**src/rtl/regfile_pkg.sv**
```systemverilog
// Shared types and default parameters for the multi-port register file.
// The clear FSM state type is used by both the top and the clear engine.
package regfile_pkg;

  typedef enum logic [1:0] {RF_IDLE, RF_CLEAR, RF_DONE} rf_state_t;

  localparam int RF_DATA_W  = 8;
  localparam int RF_ADDR_W  = 4;
  localparam int RF_NREGS   = 16;
  localparam int RF_NREAD   = 2;
  localparam bit RF_ZERO_REG = 1'b1;

endpackage

```
**src/rtl/regfile_clr_fsm.sv**
```systemverilog
// Sequential clear engine: walks a pointer over every register, one per cycle,
// and flags writes that arrive while it is not idle.
module regfile_clr_fsm
  import regfile_pkg::*;
#(
  parameter int NREGS = RF_NREGS,
  parameter int PTR_W = (NREGS > 1) ? $clog2(NREGS) : 1
) (
  input  logic             clk,
  input  logic             rst_n,
  input  logic             clr_req,
  input  logic             we,
  output rf_state_t        state,
  output logic [PTR_W-1:0] ptr,
  output logic             clr_busy,
  output logic             clr_done,
  output logic             wr_drop
);

  localparam logic [PTR_W-1:0] PTR_LAST = PTR_W'(NREGS - 1);

  rf_state_t        state_nxt;
  logic [PTR_W-1:0] ptr_nxt;

  always_ff @(posedge clk or negedge rst_n) begin
    if (!rst_n) begin
      state   <= RF_IDLE;
      ptr     <= '0;
      wr_drop <= 1'b0;
    end else begin
      state   <= state_nxt;
      ptr     <= ptr_nxt;
      wr_drop <= we && (state != RF_IDLE);
    end
  end

  // The pointer holds at the last index in CLEAR so it never wraps.
  always_comb begin
    state_nxt = state;
    ptr_nxt   = ptr;
    case (state)
      RF_IDLE: begin
        if (clr_req) begin
          state_nxt = RF_CLEAR;
          ptr_nxt   = '0;
        end
      end
      RF_CLEAR: begin
        if (ptr == PTR_LAST) state_nxt = RF_DONE;
        else                 ptr_nxt   = ptr + 1'b1;
      end
      RF_DONE:  state_nxt = RF_IDLE;
      default:  state_nxt = RF_IDLE;
    endcase
  end

  assign clr_busy = (state == RF_CLEAR);
  assign clr_done = (state == RF_DONE);

endmodule

```
**src/rtl/regfile_mp.sv**
```systemverilog
// Parametrised register file with NREAD combinational read ports, same-cycle
// write bypass, optional hardwired zero register and a sequential clear.
module regfile_mp
  import regfile_pkg::*;
#(
  parameter int DATA_W   = RF_DATA_W,
  parameter int ADDR_W   = RF_ADDR_W,
  parameter int NREGS    = RF_NREGS,
  parameter int NREAD    = RF_NREAD,
  parameter bit ZERO_REG = RF_ZERO_REG
) (
  input  logic                    clk,
  input  logic                    rst_n,
  input  logic                    we,
  input  logic [ADDR_W-1:0]       wa,
  input  logic [DATA_W-1:0]       wd,
  input  logic [NREAD*ADDR_W-1:0] ra,
  output logic [NREAD*DATA_W-1:0] rd,
  input  logic                    clr_req,
  output logic                    clr_busy,
  output logic                    clr_done,
  output logic                    wr_drop
);

  localparam int PTR_W = (NREGS > 1) ? $clog2(NREGS) : 1;

  rf_state_t          state;
  logic [PTR_W-1:0]   ptr;
  logic [DATA_W-1:0]  rf [NREGS];
  logic               wr_ok;

  regfile_clr_fsm #(.NREGS(NREGS), .PTR_W(PTR_W)) u_clr (
    .clk      (clk),
    .rst_n    (rst_n),
    .clr_req  (clr_req),
    .we       (we),
    .state    (state),
    .ptr      (ptr),
    .clr_busy (clr_busy),
    .clr_done (clr_done),
    .wr_drop  (wr_drop)
  );

  // A write is legal only in IDLE, in range, and not aimed at a hardwired r0.
  assign wr_ok = we && (state == RF_IDLE) && (int'(wa) < NREGS) &&
                 !(ZERO_REG && (wa == '0));

  always_ff @(posedge clk or negedge rst_n) begin
    if (!rst_n) begin
      for (int i = 0; i < NREGS; i++) rf[i] <= '0;
    end else if (state == RF_CLEAR) begin
      rf[ptr] <= '0;
    end else if (wr_ok) begin
      rf[wa] <= wd;
    end
  end

  for (genvar g = 0; g < NREAD; g++) begin : g_rd
    logic [ADDR_W-1:0] a;
    logic [DATA_W-1:0] rdata;

    assign a = ra[g*ADDR_W +: ADDR_W];

    always_comb begin
      rdata = '0;
      if ((int'(a) >= NREGS) || (ZERO_REG && (a == '0))) rdata = '0;
      else if (wr_ok && (a == wa))                          rdata = wd;
      else                                                  rdata = rf[a];
    end

    assign rd[g*DATA_W +: DATA_W] = rdata;
  end

endmodule

```
**config.mk**
```make
export PLATFORM = sky130hd
export DESIGN_NAME = regfile_mp
export DESIGN_NICKNAME = d
export VERILOG_FILES = /design/src/rtl/regfile_pkg.sv /design/src/rtl/regfile_clr_fsm.sv /design/src/rtl/regfile_mp.sv
export SDC_FILE = /design/constraint.sdc
export NUM_CORES = 1
export LEC_CHECK = 0
export ABC_AREA = 1
export CORE_MARGIN = 3
export CORE_UTILIZATION = 38
export CTS_CLUSTER_DIAMETER = 60
export CTS_CLUSTER_SIZE = 14
export DETAILED_ROUTE_END_ITERATION = 10
export PLACE_DENSITY = 0.54
export SLEW_MARGIN = 20
export SYNTH_ARGS = -nofsm -noshare
export SYNTH_HDL_FRONTEND = slang
export SYNTH_SLANG_ARGS = --single-unit
```
**constraint.sdc**
```tcl
create_clock -name clk -period 2 [get_ports clk]
set_input_delay 0.3 -clock clk [delete_from_list [all_inputs] [get_ports clk]]
set_output_delay 0.3 -clock clk [all_outputs]
set_load 0.005 [all_outputs]
```
==> metrics.yaml, run 1 <==
status: "finished with violations"
violations: "setup timing"
start_util: 0.394
cts-root-buf: "clkbuf_16"
clkLatencyLatePin_ns: 0.43
io_buffer_count: 42
worstPathArrival_ns: 1.96
ys_seq_elements: 135
grt_max_degree: 48
post-route-util: 0.504
hold_violations: 0
route.detailed.drc: 0
htree_num_levels: 4
antenna_found_initial: 0
std_cell_rows: 52
hold_path_class: "in -> async"
synth_top_cell_area_share: 0.414
clk_pin_slew_ns: 0.06
dp_cells: 1533
core_region_area_um2: 20700
cts_tree: "done"
tightest_slew_ns: 0.521
cp.required_ns: 1.70
end_kind: "output port"
rsz0062_at_grt: "true"
fp.dieW_um: 153
seq_area_frac_synth: 0.414
finalWirelength_mm: 31.3
viasPerCell: 5.45
finalCriticalPeriod_ns: 2.26
p_per_area_nw_per_um2: 1060
ios: 43
netlist_area_um2: 8160
yosys_warnings: 0
wire_per_inst_um: 19.8
grt_overflow: 0
final_cell_mix: "nand2_1, nand3_1, inv_1"
reg2reg_slack_ns: 0.14
p_total_mw: 11.1
yosys.area.top_type: "dfrtp_1"
layout_commonest_cell: "nand2_1"
crit_slowest_cell: "dfrtp_1"
postSynthCellCount: 1172
fin_skew_ns: 0.00793
vias: 8601
slew_violations: 0
area_delta_synth_final_pct: 27.9
crit_path_max_fanout: 8
firstDrtPassIters: 6
period_share: 1.13
relSlewSlack: 0.652
crit_chain: "nor2_4 -> nand2_4 -> a21oi_4 -> buf_12 -> buf_6 -> nand3_4 -> buf_6 -> o21ai_2 -> nor2_1 -> buf_2"
whs_ns: 0.383
initialDrtViolationCount: 817
multi_input_area_um2: 4100
die_area_um2: 23300
first_global_vias: 8426
antenna_cells: 0
crit_type: "reg -> out"
clock-sinks: 135
avgSynthCellArea_um2: 6.96
cap_violations: 0
cpMostUsedCell: "buf_6"
num-nets-final: 1324
fin_tns_setup_ns: -3.25
leakagePower_nw: 5.45
nFillCells: 2041
slowest_delay_ns: 0.41
gp_congestion: 0.992
grt_pass1_wl_mm: 49.0
die_y_um: 153
synth_cell_types: 27
clock.fmax_mhz: 442
layout-drive-gt1-share: 0.179
numCtsBuffers: 17
synth.area.top_cells: "dfrtp_1, nand2_1, nand3_1"
regArea_um2: 3380
cts_buffer_depth: 2
syn_nets: 1200
ant_nets: 0
setup_viol: 16
layout_setup_ws_ns: -0.260
grt_usage: 0.269
dp_hpwl_mm: 22.1
peakVddDrop_mv: 0.672
layout.cells.non_filler: 1579
cp-start-kind: "register"
## cell families (layout without fill, tap and decap cells)
kind of cell,Yosys count,in the layout,synth area share
AO/OA/AOI/OAI,173,173,0.127
adder cells (fa/ha/maj),4,4,0.00614
buffers and inverters,205,340,0.100
flip-flops,135,135,0.414
AND/OR/NAND/NOR,655,657,0.353
## critical path, delay by kind of cell, from the launching register on
kind | cells | cell delay [ns]
buffers and inverters | 4 | 0.51
flip-flops | 1 | 0.41
AND/OR/NAND/NOR | 4 | 0.38
AO/OA/AOI/OAI | 2 | 0.23
## flip-flops by register name, summed over array words and instances (netlist names)
| signal | flops |
|---|---|
| u_clr.ptr | 4 |
| rf | 128 |
| u_clr.wr_drop | 1 |
| u_clr.state | 2 |
## timing repair
item,in CTS,in global routing
pin swaps,15,8
buffers inserted,10,1
hold endpoints to repair,43,0
endpoints found under the setup margin,17,16
gates cloned,2,0
gates resized for setup,102,1
hold buffers,1,0
## layout make-up
type,count,share of cell area
flip-flops and latches,135,0.324
clock buffers,19,0.0415
repair buffers,164,0.139
multi-input cells,834,0.393
well taps,270,0.0324
clock inverters,13,0.0187
inverters,144,0.0518
## synthesized netlist by cell type, drive strengths merged
master / count
clkbuf: 25
o22ai: 95
dfrtp: 135
nand3: 199
nor3: 4
a21oi: 17
and3: 1
nor2: 94
nand2: 357
o21ai: 59
buf: 36
o31ai: 2
ha: 4
inv: 144
## final timing paths
path,startpoint,cells past startpoint,end
max reg2reg,u_clr.state[0]$_DFFE_PN0P_,8,rf[83]$_DFFE_PN0P_
min,rst_n,2,rf[5]$_DFFE_PN0P_
min reg2reg,rf[7]$_DFFE_PN0P_,2,rf[7]$_DFFE_PN0P_
min in group clk,rf[7]$_DFFE_PN0P_,2,rf[7]$_DFFE_PN0P_
max in group asynchronous,rst_n,3,rf[99]$_DFFE_PN0P_
max,u_clr.state[0]$_DFFE_PN0P_,10,rd[1]
## layer usage
| metal | track usage | vias up | wire length (µm) |
|---|---|---|---|
| li1 | - | 4074 | - |
| met1 | 0.379 | 4056 | 14100 |
| met2 | 0.410 | 382 | 13700 |
| met3 | 0.0454 | 89 | 2230 |
| met4 | 0.119 | 0 | 1270 |
| met5 | 0 | - | 0 |
## report_power, final
group          total (mW)  switching [mW]  internal, mW
logic                3.79            2.44          1.36
clock network        3.40            1.30          2.11
registers            3.91           0.374          3.53
## per-stage QoR
step	area, µm²	setup slack (ns)
5_1_grt	10400	-0.354
6_report	10400	-0.260
4_1_cts	10400	-0.264
3_3_place_gp	9620	-0.663
2_1_floorplan	8160	0.302
3_5_place_dp	9620	-0.687
Note: power is estimated with default switching activity, not from simulation.
==> inputs of run 2 (changes only) <==
Clock period 2 ns to 2.6 ns, I/O delays scaled along.
==> run 2 against run 1 <==
The flow now finishes without violations. Setup slack improved by 0.31 ns. Sequential share of layout area is 0.79 points higher. Global-route usage fell by 0.51 points. Via count is 2.5% lower. Die area unchanged. Largest cell class unchanged. Routed wire length down 1.7%. Core utilization is 1.2 points lower. First-iteration DRC count is 24% higher. Sequential cell count stayed put. Worst hold slack improved by 0.10 ns.
==> metrics.yaml, run 2 (synthesized netlist as in run 1, its figures left out) <==
status: "completed"
r2r_start: "u_clr.state[0]$_DFFE_PN0P_"
cpLargestDelayFamily: "buffers and inverters"
vias: 8388
leakagePower_nw: 5.25
cp-start-kind: "register"
gp_congestion: 0.979
core_region_area_um2: 20700
grt_overflow: 0
cap_violations: 0
std_cell_rows: 52
cpMostUsedCell: "buf_12"
rsz0062_at_grt: "false"
fin_tns_setup_ns: 0
die_y_um: 153
p_per_area_nw_per_um2: 825
htree_num_levels: 4
slew_violations: 0
ios: 43
hold_path_depth: 2
route.detailed.drc: 0
crit_path_max_fanout: 8
layout-drive-gt1-share: 0.149
hold_path_class: "reg -> reg"
layout_setup_ws_ns: 0.0520
regMostFlops: "rf"
end_kind: "output port"
crit_type: "reg -> out"
initialDrtViolationCount: 1009
reg2reg_depth: 8
dp_hpwl_mm: 21.4
holdCritStartpoint: "rf[5]$_DFFE_PN0P_"
tightest_slew_ns: 0.573
crit_slowest_cell: "dfrtp_1"
cts_tree: "done"
whs_ns: 0.483
antenna_found_initial: 0
grt_pass1_wl_mm: 48.0
worst-path-buf-inv: 4
finalWirelength_mm: 30.8
setup_viol: 0
ant_nets: 0
worstPathArrival_ns: 2.16
clock-sinks: 135
final_cell_mix: "nand2_1, nand3_1, inv_1"
numCtsBuffers: 17
viasPerCell: 5.43
dp_slack_ns: -0.257
layout_commonest_cell: "nand2_1"
firstDrtPassIters: 8
largest_reg_flops: 128
clock.fmax_mhz: 392
antenna_cells: 0
slowest_delay_ns: 0.41
crit_chain: "nor2_4 -> nand2_4 -> a21oi_4 -> buf_12 -> buf_4 -> nand3_4 -> buf_12 -> o21ai_2 -> nor2_2 -> clkdlybuf4s15_1"
first_global_vias: 7991
r2r-end: "rf[18]$_DFFE_PN0P_"
start_util: 0.394
peakVddDrop_mv: 0.505
reg2reg_slack_ns: 0.61
num-nets-final: 1290
clk_pin_slew_ns: 0.06
relSlewSlack: 0.618
finalCriticalPeriod_ns: 2.55
grt_usage: 0.264
fp.dieW_um: 153
hold_violations: 0
min_to: "rf[5]$_DFFE_PN0P_"
wire_per_inst_um: 19.9
io_buffer_count: 42
fin_skew_ns: 0.00476
clkLatencyLatePin_ns: 0.43
reg_top3: "rf x128, u_clr.ptr x4, u_clr.state x2"
cp.required_ns: 2.21
die_area_um2: 23300
p_total_mw: 8.40
period_share: 0.980
grt_max_degree: 65
cts_buffer_depth: 2
area_delta_synth_final_pct: 24.8
cts-root-buf: "clkbuf_16"
run 2: cell types whose count changed in the layout (fill, tap and decap cells not counted), sizes merged, moves of 2 or more:
cell / previous run / this run
clkdlybuf4s15: 0 / 12
clkbuf: 19 / 21
buf: 140 / 90
clkinvlp: 0 / 3
run 2: worst reg2reg max path: stages, from the launching register on:
cell and delay (ns):
dfrtp_1 0.41, nor2_4 0.16, nand2_4 0.09, buf_4 0.14, buf_4 0.15, nor3_4 0.33
nand2_2 0.25, nand2_2 0.22, o22ai_1 0.10
run 2: per-stage QoR:
stage	util	cells	cell area (µm²)
after floorplan	-	1172	8160
final	0.492	1545	10200
after global placement	0.452	1501	9350
after CTS	0.488	1543	10100
after detailed placement	0.452	1501	9350
after global routing	0.492	1545	10200
run 2: how the worst max path moves through the flow:
stage                               startpoint     end  slack [ns]  depth (start not counted)
global route        u_clr.state[0]$_DFFE_PN0P_  rd[14]       0.001                         10
finish              u_clr.state[0]$_DFFE_PN0P_   rd[1]        0.05                         10
global placement                         ra[1]   rd[4]       -0.24                         10
detailed placement                       ra[1]   rd[0]       -0.26                         10
floorplan           u_clr.state[1]$_DFFE_PN0P_  rd[13]        0.81                          8
CTS                 u_clr.state[1]$_DFFE_PN0P_  rd[12]        0.02                         10
run 2: routing by layer:
layer,routed length [µm],track usage,vias up
li1,-,-,4015
met1,14200,0.388,3957
met2,13400,0.392,350
met3,2280,0.0488,66
met4,932,0.0929,0
met5,0,0,-
run 2: timing repair:
item,4_1_cts,5_1_grt
gates cloned,2,0
hold endpoints to repair,52,0
setup endpoints to repair,16,14
hold buffers,1,0
gates resized for setup,38,34
pin swaps,6,6
setup buffers,7,2
run 2: layout make-up:
class,count,area (µm²)
Sequential cell,135,3380
Clock buffer,18,439
Tap cell,270,338
Inverter,144,541
Fill cell,2143,10500
Clock inverter,14,171
Timing Repair Buffer,130,1230
Multi-Input combinational cell,834,4090
run 2: power by group:
part	leakage, nW	switching, mW	internal (mW)
clock	0.293	1.01	1.54
sequential	1.84	0.290	2.72
combinational	3.11	1.85	0.997
total	5.25	3.15	5.25
==> inputs of run 3 (changes only) <==
Settings changed: REMOVE_ABC_BUFFERS set to 1.
==> run 3 against run 2 <==
Sequential share of layout area is 0.27 points lower. First-iteration DRC count is 14% lower. Setup slack better by 0.032 ns. Count of clock-buffer cells in the layout stayed put. Via count is 1.0% higher. Highest routed layer unchanged. Fmax is 1.3% higher. Non-clock buffer count is 17 higher.
==> metrics.yaml, run 3 (synthesized netlist as in run 1, its figures left out) <==
worstPathArrival_ns: 2.13
multi_input_area_um2: 4070
slowest_delay_ns: 0.47
antenna_cells: 0
clk_pin_slew_ns: 0.06
finalWirelength_mm: 30.5
layout_commonest_cell: "nand2_1"
nFillCells: 2101
start_util: 0.394
largest_reg_flops: 128
dp_hpwl_mm: 21.1
firstDrtPassIters: 5
crit_type: "in -> out"
io_buffer_count: 42
first_global_vias: 8059
grt_max_degree: 53
route.detailed.drc: 0
crit_slowest_cell: "clkdlybuf4s50_1"
vias: 8475
antenna_found_initial: 0
dp_slack_ns: -0.301
regMostFlops: "rf"
gp_congestion: 0.940
ant_nets: 0
cts_buffer_depth: 2
fp.dieW_um: 153
num-nets-final: 1307
grt_usage: 0.261
reg_top3: "rf x128, u_clr.ptr x4, u_clr.state x2"
grt_overflow: 0
r2r_start: "u_clr.state[1]$_DFFE_PN0P_"
layout-drive-gt1-share: 0.163
relSlewSlack: 0.631
setup_viol: 0
wire_per_inst_um: 19.5
min_to: "rf[2]$_DFFE_PN0P_"
ios: 43
cts_tree: "done"
reg2reg_slack_ns: 0.63
cap_violations: 0
tightest_slew_ns: 0.552
fin_skew_ns: 0.0109
numCtsBuffers: 17
end_kind: "output port"
grt_pass1_wl_mm: 47.5
cp.required_ns: 2.21
clkLatencyLatePin_ns: 0.43
fin_tns_setup_ns: 0
p_per_area_nw_per_um2: 810
cp-start-kind: "input pin"
status: "completed"
peakVddDrop_mv: 0.543
htree_num_levels: 4
regArea_um2: 3380
std_cell_rows: 52
initialDrtViolationCount: 872
holdCritStartpoint: "rf[2]$_DFFE_PN0P_"
post-route-util: 0.496
hold_violations: 0
whs_ns: 0.482
area_delta_synth_final_pct: 25.9
die_area_um2: 23300
crit_chain: "clkdlybuf4s50_1 -> buf_6 -> inv_2 -> nand2_1 -> nand2_2 -> nor2_4 -> nand3_4 -> buf_4 -> o21ai_1 -> nor2_1 -> dlygate4sd2_1"
finalCriticalPeriod_ns: 2.52
crit_path_max_fanout: 6
hold_path_class: "reg -> reg"
die_y_um: 153
slew_violations: 0
leakagePower_nw: 5.35
clock-sinks: 135
cts-root-buf: "clkbuf_16"
r2r-end: "rf[98]$_DFFE_PN0P_"
hold_path_depth: 2
core_region_area_um2: 20700
clock.fmax_mhz: 397
reg2reg_depth: 5
final_cell_mix: "nand2_1, nand3_1, inv_1"
viasPerCell: 5.43
period_share: 0.968
layout_setup_ws_ns: 0.0841
run 3: changes by cell type in the layout (fill, tap and decap cells not counted), sizes merged:
cell,previous run,this run
buf,90,108
clkdlybuf4s15,12,0
dlygate4sd2,9,18
clkbuf,21,24
clkdlybuf4s50,15,14
clkinv,5,4
inv,147,148
run 3: power by group:
part,internal [mW],leakage [nW],switching (mW)
clock,1.54,0.293,0.980
sequential,2.72,1.84,0.278
combinational,1.00,3.21,1.80
run 3: cell type report:
| type | count | share of cell area |
|---|---|---|
| Tap cell | 270 | 0.0329 |
| Timing Repair Buffer | 147 | 0.130 |
| Sequential cell | 135 | 0.329 |
| Clock buffer | 18 | 0.0428 |
| Clock inverter | 14 | 0.0167 |
| Multi-Input combinational cell | 834 | 0.396 |
| Inverter | 144 | 0.0526 |
run 3: routing by layer:
metal | GRT usage | up-vias | part of all wire
li1 | - | 4061 | -
met2 | 0.379 | 383 | 0.43
met1 | 0.381 | 3979 | 0.47
met3 | 0.0648 | 52 | 0.077
met5 | 0 | - | 0
met4 | 0.0866 | 0 | 0.025
run 3: through the flow:
stage / power (mW) / std cells / area (µm²)
after global routing: 8.86 / 1562 / 10300
after floorplan: 4.71 / 1111 / 7880
after global placement: 5.71 / 1509 / 9410
after detailed placement: 5.73 / 1509 / 9410
final: 8.32 / 1562 / 10300
after CTS: 8.32 / 1556 / 10200
run 3: worst max path at each step:
| stage | start | endpoint | slack, ns |
|---|---|---|---|
| CTS | wa[0] | rd[4] | -0.04 |
| detailed placement | ra[1] | rd[2] | -0.30 |
| global route | u_clr.state[1]$_DFFE_PN0P_ | rd[1] | -0.003 |
| global placement | ra[1] | rd[2] | -0.31 |
| finish | wa[0] | rd[8] | 0.08 |
| floorplan | ra[4] | rd[14] | 0.39 |
run 3: worst max-delay path, delay by kind of cell:
| kind | cells | cell delay [ns] |
|---|---|---|
| and+or+nand+nor | 5 | 0.50 |
| buffers and inverters | 5 | 1.10 |
| AOI/OAI and AO/OA | 1 | 0.12 |
run 3: timing repair:
item | in CTS | in global routing
endpoints found under the hold margin | 50 | 0
setup buffers | 12 | 6
resized for setup | 61 | 12
cloned | 2 | 0
pin swaps | 6 | 4
hold buffers | 1 | 0
setup endpoints to repair | 16 | 11
